### src/rtl/dmem_arbiter.sv
// dmem_arbiter: shares one single-ported data memory between the CPU MEM
// stage (port 0) and a secondary master (port 1). Each granted request runs
// a fixed IDLE -> ACCESS -> DONE sequence. Contention is resolved by
// round-robin or by fixed priority to port 0.
module dmem_arbiter #(
  parameter int FIXED_PRIO     = 0,
  parameter int MEM_WORDS_LOG2 = 14
) (
  input  logic        clk,
  input  logic        reset,
  input  logic        p0_req,
  input  logic        p0_we,
  input  logic [31:0] p0_addr,
  input  logic [31:0] p0_wdata,
  output logic        p0_ready,
  output logic        p0_err,
  output logic [31:0] p0_rdata,
  input  logic        p1_req,
  input  logic        p1_we,
  input  logic [31:0] p1_addr,
  input  logic [31:0] p1_wdata,
  output logic        p1_ready,
  output logic        p1_err,
  output logic [31:0] p1_rdata,
  output logic        mem_read,
  output logic        mem_write,
  output logic [31:0] mem_addr,
  output logic [31:0] mem_wdata,
  input  logic [31:0] mem_rdata
);

  typedef enum logic [1:0] {
    IDLE   = 2'd0,
    ACCESS = 2'd1,
    DONE   = 2'd2
  } state_e;

  state_e      state_q, state_d;
  logic        gnt_q, gnt_d;           // 0 = port 0 owns the sequence, 1 = port 1
  logic        last_gnt_q, last_gnt_d; // most recent winner, for round-robin
  logic        we_q, we_d;
  logic        err_q, err_d;
  logic [31:0] addr_q, addr_d;
  logic [31:0] wdata_q, wdata_d;
  logic [31:0] rdata0_q, rdata0_d;
  logic [31:0] rdata1_q, rdata1_d;

  logic        take_s;
  logic        sel_s;
  logic [31:0] sel_addr_s;

  // A request is rejected when it is not word aligned or lies beyond the memory.
  function automatic logic req_err(input logic [31:0] addr);
    logic [31:0] hi;
    hi = addr >> (MEM_WORDS_LOG2 + 2);
    return (addr[1:0] != 2'b00) || (hi != 32'd0);
  endfunction

  // Arbitration and next-state logic for the access sequencer.
  always_comb begin
    state_d    = state_q;
    gnt_d      = gnt_q;
    last_gnt_d = last_gnt_q;
    we_d       = we_q;
    err_d      = err_q;
    addr_d     = addr_q;
    wdata_d    = wdata_q;
    rdata0_d   = rdata0_q;
    rdata1_d   = rdata1_q;
    take_s     = 1'b0;
    sel_s      = 1'b0;
    sel_addr_s = p0_addr;
    case (state_q)
      IDLE: begin
        if (p0_req && p1_req) begin
          take_s = 1'b1;
          if (FIXED_PRIO != 0) begin
            sel_s = 1'b0;
          end else begin
            sel_s = ~last_gnt_q;
          end
        end else if (p0_req) begin
          take_s = 1'b1;
          sel_s  = 1'b0;
        end else if (p1_req) begin
          take_s = 1'b1;
          sel_s  = 1'b1;
        end else begin
          take_s = 1'b0;
          sel_s  = 1'b0;
        end
        sel_addr_s = sel_s ? p1_addr : p0_addr;
        if (take_s) begin
          gnt_d      = sel_s;
          last_gnt_d = sel_s;
          we_d       = sel_s ? p1_we : p0_we;
          addr_d     = sel_addr_s;
          wdata_d    = sel_s ? p1_wdata : p0_wdata;
          err_d      = req_err(sel_addr_s);
          state_d    = ACCESS;
        end else begin
          state_d    = IDLE;
        end
      end
      ACCESS: begin
        // Reads capture the memory word into the owner's holding register.
        if (!we_q && !err_q) begin
          if (gnt_q) begin
            rdata1_d = mem_rdata;
          end else begin
            rdata0_d = mem_rdata;
          end
        end else begin
          rdata0_d = rdata0_q;
        end
        state_d = DONE;
      end
      DONE: begin
        state_d = IDLE;
      end
      default: begin
        state_d = IDLE;
      end
    endcase
  end

  // State and datapath registers with synchronous reset.
  always_ff @(posedge clk) begin
    if (reset) begin
      state_q    <= IDLE;
      gnt_q      <= 1'b0;
      last_gnt_q <= 1'b1;
      we_q       <= 1'b0;
      err_q      <= 1'b0;
      addr_q     <= 32'd0;
      wdata_q    <= 32'd0;
      rdata0_q   <= 32'd0;
      rdata1_q   <= 32'd0;
    end else begin
      state_q    <= state_d;
      gnt_q      <= gnt_d;
      last_gnt_q <= last_gnt_d;
      we_q       <= we_d;
      err_q      <= err_d;
      addr_q     <= addr_d;
      wdata_q    <= wdata_d;
      rdata0_q   <= rdata0_d;
      rdata1_q   <= rdata1_d;
    end
  end

  // Memory strobes and completion pulses decoded from the registered state.
  always_comb begin
    mem_read  = 1'b0;
    mem_write = 1'b0;
    mem_addr  = 32'd0;
    mem_wdata = 32'd0;
    p0_ready  = 1'b0;
    p0_err    = 1'b0;
    p1_ready  = 1'b0;
    p1_err    = 1'b0;
    case (state_q)
      ACCESS: begin
        mem_read  = !we_q && !err_q;
        // Reset gates the write strobe directly so nothing commits at a reset edge.
        mem_write = we_q && !err_q && !reset;
        mem_addr  = addr_q;
        mem_wdata = wdata_q;
      end
      DONE: begin
        p0_ready = !gnt_q;
        p0_err   = !gnt_q && err_q;
        p1_ready = gnt_q;
        p1_err   = gnt_q && err_q;
      end
      default: begin
        mem_read = 1'b0;
      end
    endcase
  end

  assign p0_rdata = rdata0_q;
  assign p1_rdata = rdata1_q;

endmodule

### config.mk
export PLATFORM = sky130hd
export DESIGN_NAME = dmem_arbiter
export DESIGN_NICKNAME = d
export VERILOG_FILES = /design/src/rtl/dmem_arbiter.sv
export SDC_FILE = /design/constraint.sdc
export NUM_CORES = 1
export LEC_CHECK = 0
export ABC_CLOCK_PERIOD_IN_PS = 3300
export BUFFER_PORTS_ARGS = -buffer_cell sky130_fd_sc_hd__buf_2
export CORE_MARGIN = 2
export CORE_UTILIZATION = 45
export CTS_CLUSTER_DIAMETER = 200
export DETAILED_ROUTE_END_ITERATION = 6
export MAX_ROUTING_LAYER = met4
export PLACE_DENSITY = 0.85
export SLEW_MARGIN = 10
export SYNTH_ARGS = -nofsm -noshare
export SYNTH_HDL_FRONTEND = slang
export SYNTH_SLANG_ARGS = --single-unit
### constraint.sdc
create_clock -name clk -period 3.3 [get_ports clk]
set_clock_uncertainty 0.05 [all_clocks]
set_input_delay 0.99 -clock clk [delete_from_list [all_inputs] [get_ports clk]]
set_output_delay 0.99 -clock clk [all_outputs]
set_load 0.005 [all_outputs]
==> flow_metrics.py, run 1 <==
metrics = {
    "run_status": {
        "status": "completed",
    },
    "pwr": {
        "power_density_nw_per_um2": 553,
        "p_leak_nw": 3.78,
        "irDropWorstVdd_mv": 0.291,
    },
    "critical_path": {
        "crit_path_start_kind": "input pin",
        "cp_max_fo": 3,
        "slowest_stage": "nor4b_1",
        "worstReg2RegStart": "err_q",
        "cp_num_cells": 3,
        "r2r_setup_slack_ns": 1.24,
        "startpoint": "reset",
        "path_cells": "buf_4 -> nor4b_1 -> buf_2",
        "r2r_end": "p0_rdata[23]",
        "worstPathRequired_ns": 2.26,
        "worst-r2r-cell-count": 4,
        "criticalPathCategory": "input pin to primary output",
        "crit_buf_inv": 2,
        "max_stage_delay_ns": 0.40,
        "path_delay_family": "simple AND/OR/NAND/NOR gates",
        "worst_ep_arrival_time_ns": 1.72,
        "crit_path_end_kind": "primary output",
    },
    "drt": {
        "ant_nets": 0,
        "drt-vias-per-instance": 5.03,
        "vias": 5735,
        "remaining_drc_errors": 0,
        "first_iter_violations": 421,
        "dr.pass1.iters": 4,
        "route.detailed.wl_per_inst_um": 14.9,
        "finalWirelength_um": 17000,
    },
    "grt": {
        "grt_pass1_wl_um": 26600,
        "grt_pass1_vias": 5422,
        "use_met3": 0.0772,
        "busiest_layer": "met2",
        "globalRoute.totalOverflow": 0,
        "grt_util_met1": 0.273,
        "grt_usage": 0.247,
        "antenna_found_initial": 2,
        "met2_usage": 0.416,
        "grt_max_degree": 75,
    },
    "yosys": {
        "synthXorXnorAreaFrac": 0,
        "synth_mux_area_frac": 0.110,
        "syn_area_per_cell_um2": 8.66,
        "synth_edf_count": 0,
        "ys_ff_latch": 134,
        "ys_async_sr_fraction": 0,
        "ys_types": 31,
        "yosysSeqAreaShare": 0.454,
        "yosys_warnings": 0,
        "synth_top_family_by_area": "simple AND/OR/NAND/NOR gates",
        "syn-num-nets": 849,
        "synth_adder_area_share": 0,
        "yosys.area_share.simple": 0.227,
        "synth-compound-area-share": 0.149,
        "synth_ff_type": "dfxtp_1",
        "synthCells": 683,
        "mappedNetlistArea_um2": 5910,
    },
    "place": {
        "dpl.hpwl_um": 12200,
        "gp_congestion": 0.847,
        "postPlaceCellArea_um2": 7410,
        "port_buffers": 299,
    },
    "die": {
        "io_pins": 300,
        "fp.dieH_um": 119,
        "dieArea_um2": 14100,
        "core.rowCount": 41,
        "core_area_um2": 12700,
        "start_util": 0.465,
        "die_x_um": 119,
    },
    "clock_network": {
        "cts_sinks": 134,
        "cts_setup_buffers": 0,
        "cts_tree": "yes",
        "cts_hold_buf": 0,
        "clkTransAtPathRegs_ns": 0.06,
        "cts_buffers": 17,
        "ctsResizeCount": 0,
        "clk_path_buf_depth": 2,
        "clock_latency_ns": 0.41,
        "cts_max_level": 4,
        "root_buffer": "clkbuf_16",
    },
    "sta": {
        "post-route-period-util": 0.835,
        "hold_viol": 0,
        "worst_slew_pin_slew_ns": 1.16,
        "drv_slew": 0,
        "max_slew_margin": 0.229,
        "post-route-min-period_ns": 2.76,
        "report.final.setup_viol": 0,
        "rsz0062_at_grt": "no",
        "setup-tns-final_ns": 0,
        "clock.fmax_mhz": 363,
    },
    "hold_path": {
        "whs_endpoint": "p0_rdata[1]",
        "min_path_type": "flop to flop",
        "whs_path_depth": 2,
        "min_from": "p0_rdata[1]",
    },
    "finish": {
        "final_area_um2": 8050,
        "final_nets": 1119,
        "drive_gt1_frac": 0.366,
        "fillCellCount": 1132,
        "area_growth_pct": 36.0,
    },
    "run": {
        "maxCapViolCount": 0,
    },
}
## tightest hold or removal path, delay by kind of cell (launching register included)
family,cells,cell delay (ns)
DFF,1,0.30
AOI/OAI and AO/OA,1,0.05
and+or+nand+nor,1,0.05
## Yosys cell counts, types with 2 or more instances
cell	n	area (um^2)
nor4_1	8	50.1
nand2_1	132	495
buf_4	3	22.5
buf_2	18	90.1
nor2_1	70	263
clkbuf_1	25	93.8
a21oi_1	55	275
buf_6	10	113
or4_1	2	15.0
a211oi_1	65	488
dfxtp_1	134	2680
mux2i_1	65	651
and2_1	67	419
buf_8	2	30.0
a21oi_2	11	96.3
## worst max-delay path by stage
stage,endpoint
after floorplan,mem_write
after global placement,mem_write
after detailed placement,mem_write
after CTS,mem_write
after global routing,mem_write
final,mem_write
## per-layer routing
metal | wire [um] | vias to the layer above | share of wire
li1 | - | 2873 | -
met4 | 388 | 0 | 0.023
met1 | 6730 | 2609 | 0.40
met5 | 0 | - | 0
met2 | 8670 | 228 | 0.51
met3 | 1200 | 25 | 0.071
## layout make-up
class                           instances  area, um^2  area share
Clock buffer                           24         492      0.0611
Clock inverter                          8         144      0.0179
Multi-Input combinational cell        490        2900       0.361
Sequential cell                       134        2680       0.333
Tap cell                              172         215      0.0267
Antenna cell                            2        5.00    0.000622
Timing Repair Buffer                  310        1610       0.200
## power by group
group	internal, mW	switching (mW)
sequential	1.74	0.0619
combinational	0.288	0.341
clock	1.34	0.669
total	3.38	1.07
## cell usage in the layout (no fill, tap or decap), types with 10 or more instances in the layout
master | netlist | final
a21oi_2 | 11 | 11
nor2_1 | 70 | 70
clkbuf_16 | 0 | 17
dfxtp_1 | 134 | 134
mux2i_1 | 65 | 65
and2_1 | 67 | 67
buf_2 | 18 | 298
a21oi_1 | 55 | 55
buf_4 | 3 | 10
nand2_1 | 132 | 132
a211oi_1 | 65 | 65
## cells by family after synthesis
family	count (synthesis)
and+or+nand+nor	291
buffers and inverters	59
muxes	65
DFF	134
AOI/OAI and AO/OA	134
## through the flow
step / instances / hold WS, ns / utilization / setup WS [ns] / power [mW]
global route: 1140 / 0.421 / 0.632 / 0.492 / 4.66
CTS: 1138 / 0.402 / 0.632 / 0.554 / 4.49
global placement: 1106 / 0.388 / 0.582 / 0.501 / 2.45
detailed placement: 1106 / 0.394 / 0.582 / 0.562 / 2.47
floorplan: 683 / 0.387 / - / 0.575 / 2.23
finish: 1140 / 0.402 / 0.632 / 0.543 / 4.45
## sequential cells by signal, summed over array words and instances, names as in the netlist
name,count
addr_q,32
err_q,1
gnt_q,1
last_gnt_q,1
p0_rdata,32
p1_rdata,32
state_q,2
wdata_q,32
we_q,1
Power figures use the tool's default switching activity.
==> run 2, diff against run 1 <==
Settings changed: ABC_CLOCK_PERIOD_IN_PS 3300 to 2600.
Clock period 3.3 ns to 2.6 ns, I/O delays scaled along.
==> run 2 against run 1 <==
  * Sequential share of layout area down 0.23 points
  * Non-clock buffer count stayed put
  * Setup slack worse by 0.38 ns
  * Hold slack got worse by 0.0028 ns
  * Via count grew 1.0%
  * Routed wire length shrank 0.28%
  * First-iteration DRC count decreased by 23%
  * Combinational power up 28%
  * Register-to-register slack worse by 0.40 ns
  * Cell area increased by 0.68%
  * Clock power grew 32%
  * Core utilization is 0.43 points higher
==> flow_metrics.py, run 2 (same netlist as run 1, synthesis figures left out) <==
metrics = {
    "sta": {
        "post-route-period-util": 0.936,
        "worst_slew_pin_slew_ns": 0.637,
        "clock.fmax_mhz": 411,
        "post-route-min-period_ns": 2.43,
        "hold_viol": 0,
        "setup-tns-final_ns": 0,
        "report.final.setup_viol": 0,
        "setup_ws_ns": 0.167,
        "hold_slack_ns": 0.399,
        "drv_slew": 0,
        "rsz0062_at_grt": "no",
        "max_slew_margin": 0.576,
    },
    "critical_path": {
        "crit_buf_inv": 2,
        "startpoint": "state_q[0]",
        "criticalPathCategory": "flop to primary output",
        "cp_max_fo": 48,
        "crit_path_end_kind": "primary output",
        "path_cells": "nor2b_4 -> buf_6 -> and2_1 -> buf_2",
        "slowest_stage": "dfxtp_1",
        "path_delay_family": "flip-flops",
        "worstPathRequired_ns": 1.77,
        "worst_ep_arrival_time_ns": 1.60,
        "max_stage_delay_ns": 0.40,
        "crit_path_start_kind": "flop",
        "worstReg2RegStart": "state_q[1]",
    },
    "finish": {
        "final_common_cell": "buf_2",
        "drive_gt1_frac": 0.366,
        "final_cell_mix": "buf_2, dfxtp_1, nand2_1",
        "final_nets": 1119,
        "final_util": 0.637,
        "final_area_um2": 8100,
        "area_growth_pct": 37.0,
    },
    "grt": {
        "grt_max_degree": 135,
        "antenna_found_initial": 3,
        "grt_pass1_wl_um": 26300,
        "grt_pass1_vias": 5350,
        "globalRoute.totalOverflow": 0,
        "grt_usage": 0.242,
    },
    "drt": {
        "wl_met2_um": 8560,
        "wl_met3_um": 1140,
        "drt-vias-per-instance": 5.08,
        "ant_nets": 0,
        "finalWirelength_um": 16900,
        "dr.pass1.iters": 4,
        "wl_met1_um": 6850,
        "vias": 5795,
        "remaining_drc_errors": 0,
        "first_iter_violations": 323,
        "route.detailed.wl_per_inst_um": 14.8,
        "top_layer": "met4",
    },
    "die": {
        "core_area_um2": 12700,
        "core.rowCount": 41,
        "dieArea_um2": 14100,
        "die_x_um": 119,
        "start_util": 0.465,
        "io_pins": 300,
        "fp.dieH_um": 119,
    },
    "clock_network": {
        "cts_sinks": 134,
        "cts_tree": "yes",
        "cts_setup_buffers": 0,
        "cts_max_level": 4,
        "clk_path_buf_depth": 2,
        "root_buffer": "clkbuf_16",
        "clock_latency_ns": 0.41,
        "clkTransAtPathRegs_ns": 0.06,
        "cts_buffers": 17,
    },
    "place": {
        "gp_congestion": 0.835,
        "dpl.hpwl_um": 12000,
        "port_buffers": 299,
        "place_ws_ns": 0.378,
        "postPlaceCellArea_um2": 7430,
    },
    "pwr": {
        "power_density_nw_per_um2": 710,
        "p_leak_nw": 3.79,
        "irDropWorstVdd_mv": 0.396,
    },
    "run_status": {
        "status": "completed",
    },
    "hold_path": {
        "min_path_type": "flop to flop",
        "min_from": "p0_rdata[17]",
    },
    "run": {
        "maxCapViolCount": 0,
    },
}
-- run 2: power by group --
group | total, mW | internal, mW | switching, mW | leakage [nW]
clock | 2.65 | 1.80 | 0.846 | 0.320
sequential | 2.30 | 2.21 | 0.0856 | 1.10
combinational | 0.808 | 0.374 | 0.433 | 2.37
total | 5.75 | 4.39 | 1.37 | 3.79
-- run 2: cell type report --
class | instances | area [um^2]
antenna | 3 | 7.51
clock buffer | 24 | 492
sequential | 134 | 2680
timing repair buffer | 310 | 1640
fill | 1120 | 4620
multi-input combinational | 490 | 2900
clock inverter | 8 | 168
tap | 172 | 215
-- run 2: per-layer routing --
layer	global-route usage	vias to the layer above
met5	-	-
met4	0.0893	0
met3	0.0603	32
met2	0.418	227
met1	0.269	2658
li1	-	2878
-- run 2: stage by stage --
step | cells | total power [mW]
floorplan | 683 | 2.83
global placement | 1106 | 3.13
detailed placement | 1106 | 3.15
CTS | 1138 | 5.80
global route | 1141 | 6.00
finish | 1141 | 5.75
-- run 2: worst register-to-register path: cells and delay by family (launching register included) --
family / cells / cell delay, ns
buffers and inverters: 1 / 0.30
AND/OR/NAND/NOR: 2 / 0.32
flip-flops: 1 / 0.38
AO/OA/AOI/OAI: 2 / 0.63
-- run 2: final timing paths --
kind                        to  slack, ns  depth (start not counted)
setup / recovery   mem_addr[1]       0.17                          4
setup reg to reg   wdata_q[22]       0.84                          5
hold reg to reg   p0_rdata[17]       0.40                          2
hold / removal    p0_rdata[17]       0.40                          2
-- run 2: repair_timing --
action / CTS / global route
hold buffers: 0 / 0
resized for setup: 0 / 1
setup endpoints to repair: 0 / 18
